## src/rtl/layer_stream_ctl.sv

```systemverilog
// Command/data byte-stream decoder: turns SPI bytes into layer RAM write address, lane and strobes.
// Optional sticky protocol error output enabled by defining LAYER_STREAM_ERR_EN.
module layer_stream_ctl #(
  parameter int unsigned LAYERS      = 8,
  parameter int unsigned PIXELS      = 64,
  parameter int unsigned COLORS      = 3,
  parameter int unsigned ADDR_W      = (PIXELS > 1) ? $clog2(PIXELS) : 1,
  parameter logic [7:0]  CMD_ADDR_WR = 8'hcc,
  parameter logic [7:0]  CMD_DATA_WR = 8'hda
) (
  input  logic              clk_in,
  input  logic              rst_n_in,
  input  logic              dc_in,
  input  logic              byte_rdy_in,
  input  logic [7:0]        byte_data_in,
  output logic              frame_rdy_out,
  output logic [ADDR_W-1:0] wr_addr_out,
  output logic [COLORS:0]   byte_en_out,
  output logic [LAYERS-1:0] layer_en_out,
  output logic              busy_out
`ifdef LAYER_STREAM_ERR_EN
  ,
  output logic              err_out
`endif
);

  typedef enum logic [1:0] {StIdle, StAddr, StData} state_e;

  localparam logic [ADDR_W-1:0] LastAddr   = ADDR_W'(PIXELS - 1);
  localparam logic [COLORS-1:0] ColourMsb  = COLORS'(1 << (COLORS - 1));
  localparam logic [LAYERS-1:0] LayerFirst = LAYERS'(1);

  state_e            r_state, w_state_d;
  logic [ADDR_W-1:0] r_wr_addr, w_wr_addr_d;
  logic              r_addr_lane, w_addr_lane_d;
  logic [COLORS-1:0] r_colour, w_colour_d;
  logic [LAYERS-1:0] r_layer, w_layer_d;
  logic              r_frame_rdy, w_frame_rdy_d;
  logic [COLORS-1:0] w_colour_rot;

  assign w_colour_rot = (r_colour >> 1) | (r_colour[0] ? ColourMsb : '0);

  always_comb begin
    w_state_d     = r_state;
    w_wr_addr_d   = r_wr_addr;
    w_addr_lane_d = r_addr_lane;
    w_colour_d    = r_colour;
    w_layer_d     = r_layer;
    w_frame_rdy_d = 1'b0;
    if (byte_rdy_in) begin
      if (!dc_in) begin
        // Any command restarts from pixel 0, discarding whatever was in flight.
        w_wr_addr_d = '0;
        if (byte_data_in == CMD_ADDR_WR) begin
          w_state_d     = StAddr;
          w_addr_lane_d = 1'b1;
          w_colour_d    = '0;
          w_layer_d     = '1;
        end else if (byte_data_in == CMD_DATA_WR) begin
          w_state_d     = StData;
          w_addr_lane_d = 1'b0;
          w_colour_d    = ColourMsb;
          w_layer_d     = LayerFirst;
        end else begin
          w_state_d     = StIdle;
          w_addr_lane_d = 1'b0;
          w_colour_d    = '0;
          w_layer_d     = '0;
        end
      end else begin
        unique case (r_state)
          StAddr: begin
            if (r_wr_addr == LastAddr) begin
              w_wr_addr_d   = '0;
              w_layer_d     = '0;
              w_addr_lane_d = 1'b0;
              w_state_d     = StIdle;
            end else begin
              w_wr_addr_d = r_wr_addr + 1'b1;
            end
          end
          StData: begin
            w_colour_d = w_colour_rot;
            if (r_colour[0]) begin
              if (r_wr_addr == LastAddr) begin
                w_wr_addr_d = '0;
                if (r_layer[LAYERS-1]) begin
                  w_layer_d     = '0;
                  w_colour_d    = '0;
                  w_state_d     = StIdle;
                  w_frame_rdy_d = 1'b1;
                end else begin
                  w_layer_d = r_layer << 1;
                end
              end else begin
                w_wr_addr_d = r_wr_addr + 1'b1;
              end
            end
          end
          default: ;
        endcase
      end
    end
  end

  always_ff @(posedge clk_in or negedge rst_n_in) begin
    if (!rst_n_in) begin
      r_state     <= StIdle;
      r_wr_addr   <= '0;
      r_addr_lane <= 1'b0;
      r_colour    <= '0;
      r_layer     <= '0;
      r_frame_rdy <= 1'b0;
    end else begin
      r_state     <= w_state_d;
      r_wr_addr   <= w_wr_addr_d;
      r_addr_lane <= w_addr_lane_d;
      r_colour    <= w_colour_d;
      r_layer     <= w_layer_d;
      r_frame_rdy <= w_frame_rdy_d;
    end
  end

  assign frame_rdy_out = r_frame_rdy;
  assign wr_addr_out   = r_wr_addr;
  assign byte_en_out   = {r_addr_lane, r_colour};
  // Combinational gate so the RAM write lands in the strobe cycle itself.
  assign layer_en_out  = r_layer & {LAYERS{byte_rdy_in & dc_in}};
  assign busy_out      = (r_state != StIdle);

`ifdef LAYER_STREAM_ERR_EN
  logic r_err;
  logic w_err_set, w_err_clr, w_partial;

  // DATA at pixel 0, first colour, first layer means no data byte has arrived yet.
  assign w_partial = (r_state == StData) &&
                     !((r_wr_addr == '0) && (r_colour == ColourMsb) && (r_layer == LayerFirst));
  assign w_err_set = byte_rdy_in &
                     ((dc_in & (r_state == StIdle)) |
                      (~dc_in & (byte_data_in != CMD_ADDR_WR) & (byte_data_in != CMD_DATA_WR)) |
                      (~dc_in & w_partial));
  assign w_err_clr = byte_rdy_in & ~dc_in & (byte_data_in == CMD_DATA_WR);

  always_ff @(posedge clk_in or negedge rst_n_in) begin
    if (!rst_n_in) begin
      r_err <= 1'b0;
    end else if (w_err_set) begin
      r_err <= 1'b1;
    end else if (w_err_clr) begin
      r_err <= 1'b0;
    end
  end

  assign err_out = r_err;
`endif

endmodule

```

## config.mk

```make
export PLATFORM = sky130hd
export DESIGN_NAME = layer_stream_ctl
export DESIGN_NICKNAME = d
export VERILOG_FILES = /design/src/rtl/layer_stream_ctl.sv
export SDC_FILE = /design/constraint.sdc
export NUM_CORES = 1
export LEC_CHECK = 0
export ABC_AREA = 1
export CORE_AREA = 2 2 64 66
export CTS_BUF_LIST = sky130_fd_sc_hd__clkbuf_4 sky130_fd_sc_hd__clkbuf_8 sky130_fd_sc_hd__clkbuf_16
export DETAILED_ROUTE_END_ITERATION = 8
export DIE_AREA = 0 0 66 68
export GPL_ROUTABILITY_DRIVEN = 0
export HOLD_SLACK_MARGIN = 0.1
export PLACE_DENSITY = 0.68
export SYNTH_ARGS = -nofsm -noshare
export SYNTH_HDL_FRONTEND = slang
export SYNTH_SLANG_ARGS = --single-unit
```

## constraint.sdc

```tcl
create_clock -name clk_in -period 3.55 [get_ports clk_in]
set_input_delay 0.71 -clock clk_in [delete_from_list [all_inputs] [get_ports clk_in]]
set_output_delay 0.71 -clock clk_in [all_outputs]
set_load 0.05 [all_outputs]
```

==> results of run 1 <==
==> cell usage after synthesis <==
master     n  area [um2]
buf_4      2        15.0
nand3_1   12        60.1
nor2_2     2        12.5
nor3_1     5        25.0
nor2_1    17        63.8
inv_4      3        18.8
xor2_1     1        8.76
o21ai_0    5        25.0
inv_1     22        82.6
nand2_4    2        22.5
nor3_4     1        16.3
a21oi_1    6        30.0
nor2_4     1        11.3
dfrtp_1   21         526
nand4_1    2        12.5
ha_1       1        12.5
nand3_4    1        17.5
nand2_1   75         282
nand2_2    2        12.5
o21bai_1   1        7.51
o21ai_2    1        8.76
==> flip-flops by register name, indices dropped and copies added (netlist names) <==
| signal | flops |
|---|---|
| wr_addr_out | 6 |
| r_state | 2 |
| r_colour | 3 |
| r_layer | 8 |
| frame_rdy_out | 1 |
| r_addr_lane | 1 |
==> critical path, stage by stage <==
cell and delay, ns:
clkdlybuf4s50_1 0.68, nand2_1 0.30, nor2_1 0.17, buf_4 0.21
==> cell type report <==
type,count,area share
well taps,50,0.0378
repair buffers,31,0.175
inverters,25,0.0612
clock buffers,4,0.0295
multi-input cells,135,0.379
flip-flops and latches,21,0.317
==> where the power goes <==
group / switching [mW] / internal, mW / total (mW)
Combinational: 0.0603 / 0.0350 / 0.0953
Sequential: 0.00864 / 0.246 / 0.255
Clock: 0.0759 / 0.0877 / 0.164
==> stage by stage <==
stage	utilization	instance area, um2	cells
after global placement	0.417	1610	262
final	0.430	1660	266
after floorplan	-	1270	183
after CTS	0.430	1660	266
after global routing	0.430	1660	266
after detailed placement	0.417	1610	262
==> worst max path at each step <==
stage,start,to,slack [ns],cells past startpoint
after floorplan,dc_in,layer_en_out[0],1.14,3
after detailed placement,dc_in,layer_en_out[0],0.74,4
after global placement,dc_in,layer_en_out[5],0.74,4
final,dc_in,layer_en_out[0],0.75,4
after global routing,dc_in,layer_en_out[7],0.61,4
after CTS,dc_in,layer_en_out[0],0.72,4
==> routing by layer <==
layer  track usage  share of wire  wire (um)
met3        0.0428          0.051        133
met1         0.174           0.48       1270
met2         0.220           0.45       1190
met5             0              0          0
met4        0.0510          0.015         40
==> kinds of logic after synthesis <==
family | count (synthesis)
simple gates | 120
buf+inv | 27
flops | 21
compound gates | 13
xor+xnor | 1
fa+ha+maj | 1
==> run summary, run 1 <==
* result of the run: finished clean
* DR WL/cell: 9.89 um
* via count of the first global-routing pass: 1087
* Max H-tree Level: 1
* start of the worst register-to-register path: wr_addr_out[0]
* number of flip-flops and latches in the synthesized netlist: 21
* final antenna diode count: 0
* Final Setup Violations: 0
* worst max-slew margin expressed relative to the limit: 0.361
* count of mapped cells out of synthesis: 183
* number of DRC markers after the initial detailed-route iteration: 37
* average size of a mapped cell: 6.94 um2
* Hold Crit Start: r_layer[4]
* critical path endpoint category: primary output
* number of cells traversed by the worst register-to-register path: 8
* post-synthesis net count: 196
* Critical Path Source Type: input pin
* path category of the worst min-delay check: reg -> reg
* Worst-Margin Slew: 0.955 ns
* sequential cell area in the final layout: 526 um2
* core region area: 0.00386 mm2
* number of hold violations in the final report: 0
* Post-Place Worst Slack: 0.735 ns
* number of synthesis warnings: 0
* highest fanout seen on the critical path: 10
* global-route total usage across every layer: 0.137
* effective utilization at floorplan: 0.329
* maximum count of clock buffers along a single path: 2
* Clock Tree Root: clkbuf_8
* Worst Hold End: r_layer[4]
* worst-case vdd ir drop: 0.000141 V
* max-slew violation count: 0
* setup TNS: 0 ns
* final period utilization: 0.787
* signal arrival time at the worst endpoint: 2.09 ns
* worst hold-check slack: 0.511 ns
* Die Outline Area: 0.00449 mm2
* count of unresolved DRC violations after routing: 0
* cts repair resizes: 0
* Cell Pwr Density: 310 mW/mm2
* unrepaired setup endpoints after global routing: no
* max cap viols: 0
* width of the chip: 66 um
* clock latency reported for the late side of the worst-skew pair: 0.26 ns
* Filler Cell Count: 405
* antenna violations before repair: 0
* largest family of logic cells by synthesized area: simple AND/OR/NAND/NOR gates
* detailed-route vias per instance: 4.42
* cell area after synthesis: 0.00127 mm2
* top library cells by usage in the layout, fill and taps aside: 75 x nand2_1, 23 x clkdlybuf4s50_1, 22 x inv_1, 21 x dfrtp_1, 17 x nor2_1
* worst hold stages: 2
* total area of multi-input combinational cells: 628 um2
* distinct cell type count of the synthesized netlist: 21
* Compound-Gate Fraction of Synth Area: 0.0562
* sequential share of the synthesized area: 0.414
* final worst slack: 0.754 ns
* cts bufs inserted: 3
* clock sink total: 21
* final worst path period need: 2.80 ns
* count of buffers inserted at the top-level ports: 31
* routed wire length: 2.63 mm
* leading cell type in the layout, fill and taps excluded: nand2_1
* number of nets still failing antenna checks after routing: 0
* clock-pin slew on the worst setup and hold paths: 0.07 ns
* nets: 230
* xor/xnor share of the synthesized area: 0.00690
* count of pins on the block boundary: 32
* via count: 1176
* total congestion overflow after global routing: 0
* largest net degree at the start of global routing: 22
* height of the chip: 68 um
* total power: 0.514 mW
* endpoint of the lowest-slack register-to-register path: wr_addr_out[5]
* setup fix buffers added after clock tree synthesis: 0
* critical path class: in -> out
* share of cells above drive strength 1: 0.116
* clock tree from TritonCTS: built
* Rows: 23
* Worst Skew: 0.00496 ns
* simple-gate area share of the yosys netlist: 0.422
* Detailed Place HPWL: 2.02 mm
* standby leakage power: 0.841 nW
* multiplexer area fraction after synthesis: 0
* length of the first detailed-routing pass in iterations: 4
* hold buffer count at CTS: 0
* required time at the endpoint of the critical path: 2.84 ns
* wire length of the first global-routing pass: 4.71 mm
* Area Overhead vs Synth: 30.4%
* fmax: 358 MHz
* minimum setup slack among reg-to-reg paths: 1.99 ns
* Synth Area in Adders: 0.00985
No activity file was read; power rests on OpenSTA's default activity.
==> run 2: changes to the inputs <==
Settings changed: PLACE_DENSITY 0.68 to 0.7.
Clock period 3.55 ns to 2.3 ns, I/O delays scaled along.
==> run summary, run 2 (same netlist as run 1, synthesis figures left out) <==
* Filler Cell Count: 393
* cts repair resizes: 0
* Reg with most FFs: r_layer
* Reg power frac: 0.487
* highest fanout seen on the critical path: 10
* max cap viols: 0
* total area of multi-input combinational cells: 628 um2
* final worst slack: 0.185 ns
* height of the chip: 68 um
* Hold Crit Start: r_layer[2]
* critical path endpoint category: primary output
* combinational share of power: 0.188
* total congestion overflow after global routing: 0
* start of the worst register-to-register path: wr_addr_out[0]
* Max H-tree Level: 1
* leading cell type in the layout, fill and taps excluded: nand2_1
* final antenna diode count: 0
* nets: 232
* worst hold-check slack: 0.508 ns
* length of the first detailed-routing pass in iterations: 5
* max-slew violation count: 0
* Placed Cells incl. Taps: 264
* setup TNS: 0 ns
* core region area: 0.00386 mm2
* maximum count of clock buffers along a single path: 2
* Critical Path Source Type: input pin
* final period utilization: 0.919
* switch share: 0.291
* Detailed Place HPWL: 2.13 mm
* cts bufs inserted: 3
* required time at the endpoint of the critical path: 1.84 ns
* path category of the worst min-delay check: reg -> reg
* antenna violations before repair: 0
* number of cells traversed by the worst register-to-register path: 8
* count of pins on the block boundary: 32
* Worst Hold End: r_layer[2]
* signal arrival time at the worst endpoint: 1.65 ns
* Worst Skew: 0.00523 ns
* DR WL/cell: 10.5 um
* via count: 1207
* count of unresolved DRC violations after routing: 0
* number of hold violations in the final report: 0
* Final Setup Violations: 0
* clock-pin slew on the worst setup and hold paths: 0.07 ns
* core occupancy in the finished layout: 0.459
* DP Area: 0.00172 mm2
* setup fix buffers added after clock tree synthesis: 0
* count of buffers inserted at the top-level ports: 31
* detailed-route vias per instance: 4.50
* effective utilization at floorplan: 0.329
* Die Outline Area: 0.00449 mm2
* worst max-slew margin expressed relative to the limit: 0.666
* share of cells above drive strength 1: 0.124
* unrepaired setup endpoints after global routing: no
* Area Overhead vs Synth: 39.5%
* net switching power figure: 0.234 mW
* Non-Filler Cell Area, Final: 0.00177 mm2
* clock latency reported for the late side of the worst-skew pair: 0.27 ns
* largest net degree at the start of global routing: 22
* total power: 0.806 mW
* max reg flops: 8
* result of the run: finished clean
* width of the chip: 66 um
* via count of the first global-routing pass: 1131
* Final Instance Count excl. Fillers: 268
* clock sink total: 21
* number of DRC markers after the initial detailed-route iteration: 64
* minimum setup slack among reg-to-reg paths: 0.77 ns
* number of nets still failing antenna checks after routing: 0
* Worst-Margin Slew: 0.499 ns
* Cell Pwr Density: 455 mW/mm2
* sequential cell area in the final layout: 526 um2
* critical path class: in -> out
* cell internal pwr: 0.572 mW
* wire length of the first global-routing pass: 5.13 mm
* worst-case vdd ir drop: 0.000236 V
* top library cells by usage in the layout, fill and taps aside: 75 x nand2_1, 23 x clkdlybuf4s50_1, 22 x inv_1, 21 x dfrtp_1, 17 x nor2_1
* clock tree from TritonCTS: built
* Clock Tree Root: clkbuf_8
* standby leakage power: 0.872 nW
* final worst path period need: 2.11 ns
* worst hold stages: 2
* routed wire length: 2.81 mm
* fmax: 473 MHz
* hold buffer count at CTS: 0
* endpoint of the lowest-slack register-to-register path: wr_addr_out[5]
* clock network power share: 0.325
* Rows: 23
* global-route total usage across every layer: 0.148
* Post-Place Worst Slack: 0.129 ns
[run 2: metal layers]
layer  share of wire  routed length, um  up-vias  track usage
li1                -                  -      637            -
met1            0.48               1340      540        0.190
met2            0.46               1300       25        0.246
met3           0.050                141        5       0.0444
met4           0.013                 36        0       0.0383
met5               0                  0        -            0
[run 2: how the worst max path moves through the flow]
stage | cells past startpoint | slack [ns] | from | endpoint
final | 4 | 0.19 | byte_rdy_in | layer_en_out[2]
after global routing | 4 | 0.09 | byte_rdy_in | layer_en_out[2]
after CTS | 4 | 0.12 | byte_rdy_in | layer_en_out[2]
after detailed placement | 4 | 0.13 | byte_rdy_in | layer_en_out[1]
after global placement | 4 | 0.17 | byte_rdy_in | layer_en_out[0]
after floorplan | 3 | 0.39 | dc_in | layer_en_out[0]
[run 2: critical path: stages]
cell and delay [ns]:
clkdlybuf4s50_1 0.51, nand2_1 0.24, nor2_1 0.27, buf_12 0.17
[run 2: power by group through the flow]
stage	Sequential [mW]	Combinational, mW	Clock, mW
after global routing	0.395	0.169	0.285
after CTS	0.393	0.153	0.269
after floorplan	0.436	0.0534	0
after detailed placement	0.401	0.153	0
final	0.393	0.151	0.262
after global placement	0.400	0.151	0
[run 2: area by class of cell]
class / count / area share
clock buffers: 4 / 0.0275
inverters: 25 / 0.0572
multi-input cells: 135 / 0.355
flip-flops and latches: 21 / 0.297
well taps: 50 / 0.0353
repair buffers: 33 / 0.229
==> RTL change (flow settings as in run 2) <==
Change the parameter `PIXELS` from 64 to 32.
--- a/src/rtl/layer_stream_ctl.sv
+++ b/src/rtl/layer_stream_ctl.sv
@@ -3,5 +3,5 @@
 module layer_stream_ctl #(
   parameter int unsigned LAYERS      = 8,
-  parameter int unsigned PIXELS      = 64,
+  parameter int unsigned PIXELS      = 32,
   parameter int unsigned COLORS      = 3,
   parameter int unsigned ADDR_W      = (PIXELS > 1) ? $clog2(PIXELS) : 1,
Interface: changed (resized wr_addr_out); port bits go from 32 to 31. The function was not compared with the original's and may differ.
==> RTL change against run 2 <==
Total power grew 9.8%. Worst setup slack worse by 0.013 ns. Register-to-register slack worse by 0.24 ns. Wire length down 7.2%. Critical path type is now flop to output pin. Fmax shrank 0.59%. Synthesized area fell by 4.9%. Largest power group unchanged. Cell count down 4.1%. Sequential cell count down 1. Global-route usage is 1.0 points lower. Cell area decreased by 2.5%. Synthesized cell count fell by 5.5%. Count of clock-buffer cells in the layout fell by 1. Clock skew grew 0.0021 ns.
==> RTL change: results (changes against run 2) <==
| Metric | Value |
|---|---|
| CP max stage cell | `clkdlybuf4s50_1` |
| Combinational share of power | `0.169 (-0.019)` |
| Share of cells above drive strength 1 | `0.159 (+0.0356)` |
| Min-delay src | `r_layer[3]` |
| Clk Latency, worst-skew pair | `0.27 ns (about the same)` |
| WHS Path Cells | `2 (unchanged)` |
| Main synth FF type | `dfrtp_1` |
| Gate Count Post-Synth | `173 (-5.5%)` |
| Max Clock Skew | `0.00738 ns (+0.00215 ns)` |
| Crit path max fanout | `4 (-6)` |
| ANT cells | `0 (unchanged)` |
| Complex-gate fraction of the synthesized area | `0.0736 (+0.0174)` |
| DR vias/cell | `4.35 (-3.4%)` |
| IO Port Bufs | `30 (-3.2%)` |
| Max IR drop VDD | `449 uV (+90%)` |
| Net Count, Synth | `187 (-4.6%)` |
| Post-Synth Adder-Cell Area | `0.0207 (+0.0109)` |
| Largest net degree at the start of global routing | `21 (-4.5%)` |
| Static Leak | `0.807 nW (-7.4%)` |
| # nets final | `222 (-4.3%)` |
| XOR/XNOR Fraction of Synth Area | `0 (-0.00690)` |
| Seq pwr share | `0.424 (-0.063)` |
| First-pass GRT wire length | `4890 um (-4.7%)` |
| Starting DRT DRC Count | `74 (+16%)` |
| DP HPWL | `1990 um (-6.8%)` |
| Most area-consuming cells after synthesis | `dfrtp_1, nand2_1, nor2_1` |
| Async set-reset flop share out of synthesis | `1.00 (unchanged)` |
| Final WL | `2610 um (-7.2%)` |
| WL/cell | `10.2 um (-3.3%)` |
| 1st-pass router iterations | `6 (+1)` |
| GRT Total Usage | `0.138 (-0.00998)` |
| Hold endpoint | `r_layer[3]` |
| Status | `completed` |
| Synth cell types | `22 (+4.8%)` |
| Max incr delay on CP | `0.80 ns (+0.29 ns)` |
| Largest Register | `r_layer` |
| Grt total ovfl | `0 (unchanged)` |
| Synth cell count leaders | `nand2_1, nor2_1, dfrtp_1, inv_1, o21ai_0` |
| Sw Ratio | `0.264 (-0.0269)` |
| Worst Max-Slew Pin Slew | `0.508 ns (+0.00970 ns)` |
| Reg-to-reg slack, setup | `0.53 ns (-0.24 ns)` |
| R2R Path End | `r_layer[4]` |
| Crit-path leading delay family | `buffers and inverters` |
| Filler cell count | `419 (+6.6%)` |
| Inst Count DP | `253 (-4.2%)` |
| Sequential fraction of the synthesis area | `0.415 (+0.000715)` |
| Cells on worst reg2reg path | `10 (+2)` |
| Worst path arrival time | `1.67 ns (+0.02 ns)` |
| Post_cts resized | `0 (unchanged)` |
## RTL change: worst register-to-register path: cells and delay by family (launching register included)
family,cells,cell delay [ns]
flip-flops,1,0.44
adder cells (fa/ha/maj),2,0.45
buffers and inverters,2,0.15
AND/OR/NAND/NOR,6,0.62
## RTL change: layer usage
metal	share of wire	global-route usage	vias to the layer above
met4	0.0019	0.0153	0
met5	0	0	-
met3	0.041	0.0345	2
met1	0.48	0.181	496
met2	0.47	0.241	19
li1	-	-	601
## RTL change: cells by family after synthesis
family	count (synthesis)
DFF	20
adders and majority gates	2
buffers and inverters	28
AOI/OAI and AO/OA	16
and+or+nand+nor	107
## RTL change: final cells by class
| cell class | count | share of cell area |
|---|---|---|
| Timing Repair Buffer | 33 | 0.233 |
| Clock buffer | 3 | 0.0239 |
| Clock inverter | 1 | 0.0174 |
| Sequential cell | 20 | 0.290 |
| Tap cell | 50 | 0.0362 |
| Multi-Input combinational cell | 125 | 0.343 |
| Inverter | 25 | 0.0558 |
## RTL change: worst max-delay path by stage
stage | slack, ns | to | depth (start not counted) | startpoint
after floorplan | 0.41 | r_state[0] | 11 | wr_addr_out[0]
final | 0.17 | busy_out | 3 | r_state[0]
after CTS | 0.16 | busy_out | 3 | r_state[0]
after global routing | 0.10 | busy_out | 3 | r_state[0]
after detailed placement | 0.27 | layer_en_out[6] | 4 | dc_in
after global placement | 0.32 | layer_en_out[2] | 4 | dc_in
## RTL change: through the flow
stage,worst slack [ns],hold slack [ns],instance area [um^2]
5_1_grt,0.102,0.500,1730
6_report,0.173,0.484,1730
4_1_cts,0.158,0.488,1730
3_3_place_gp,0.321,0.462,1660
3_5_place_dp,0.267,0.466,1660
2_1_floorplan,0.407,0.164,1210
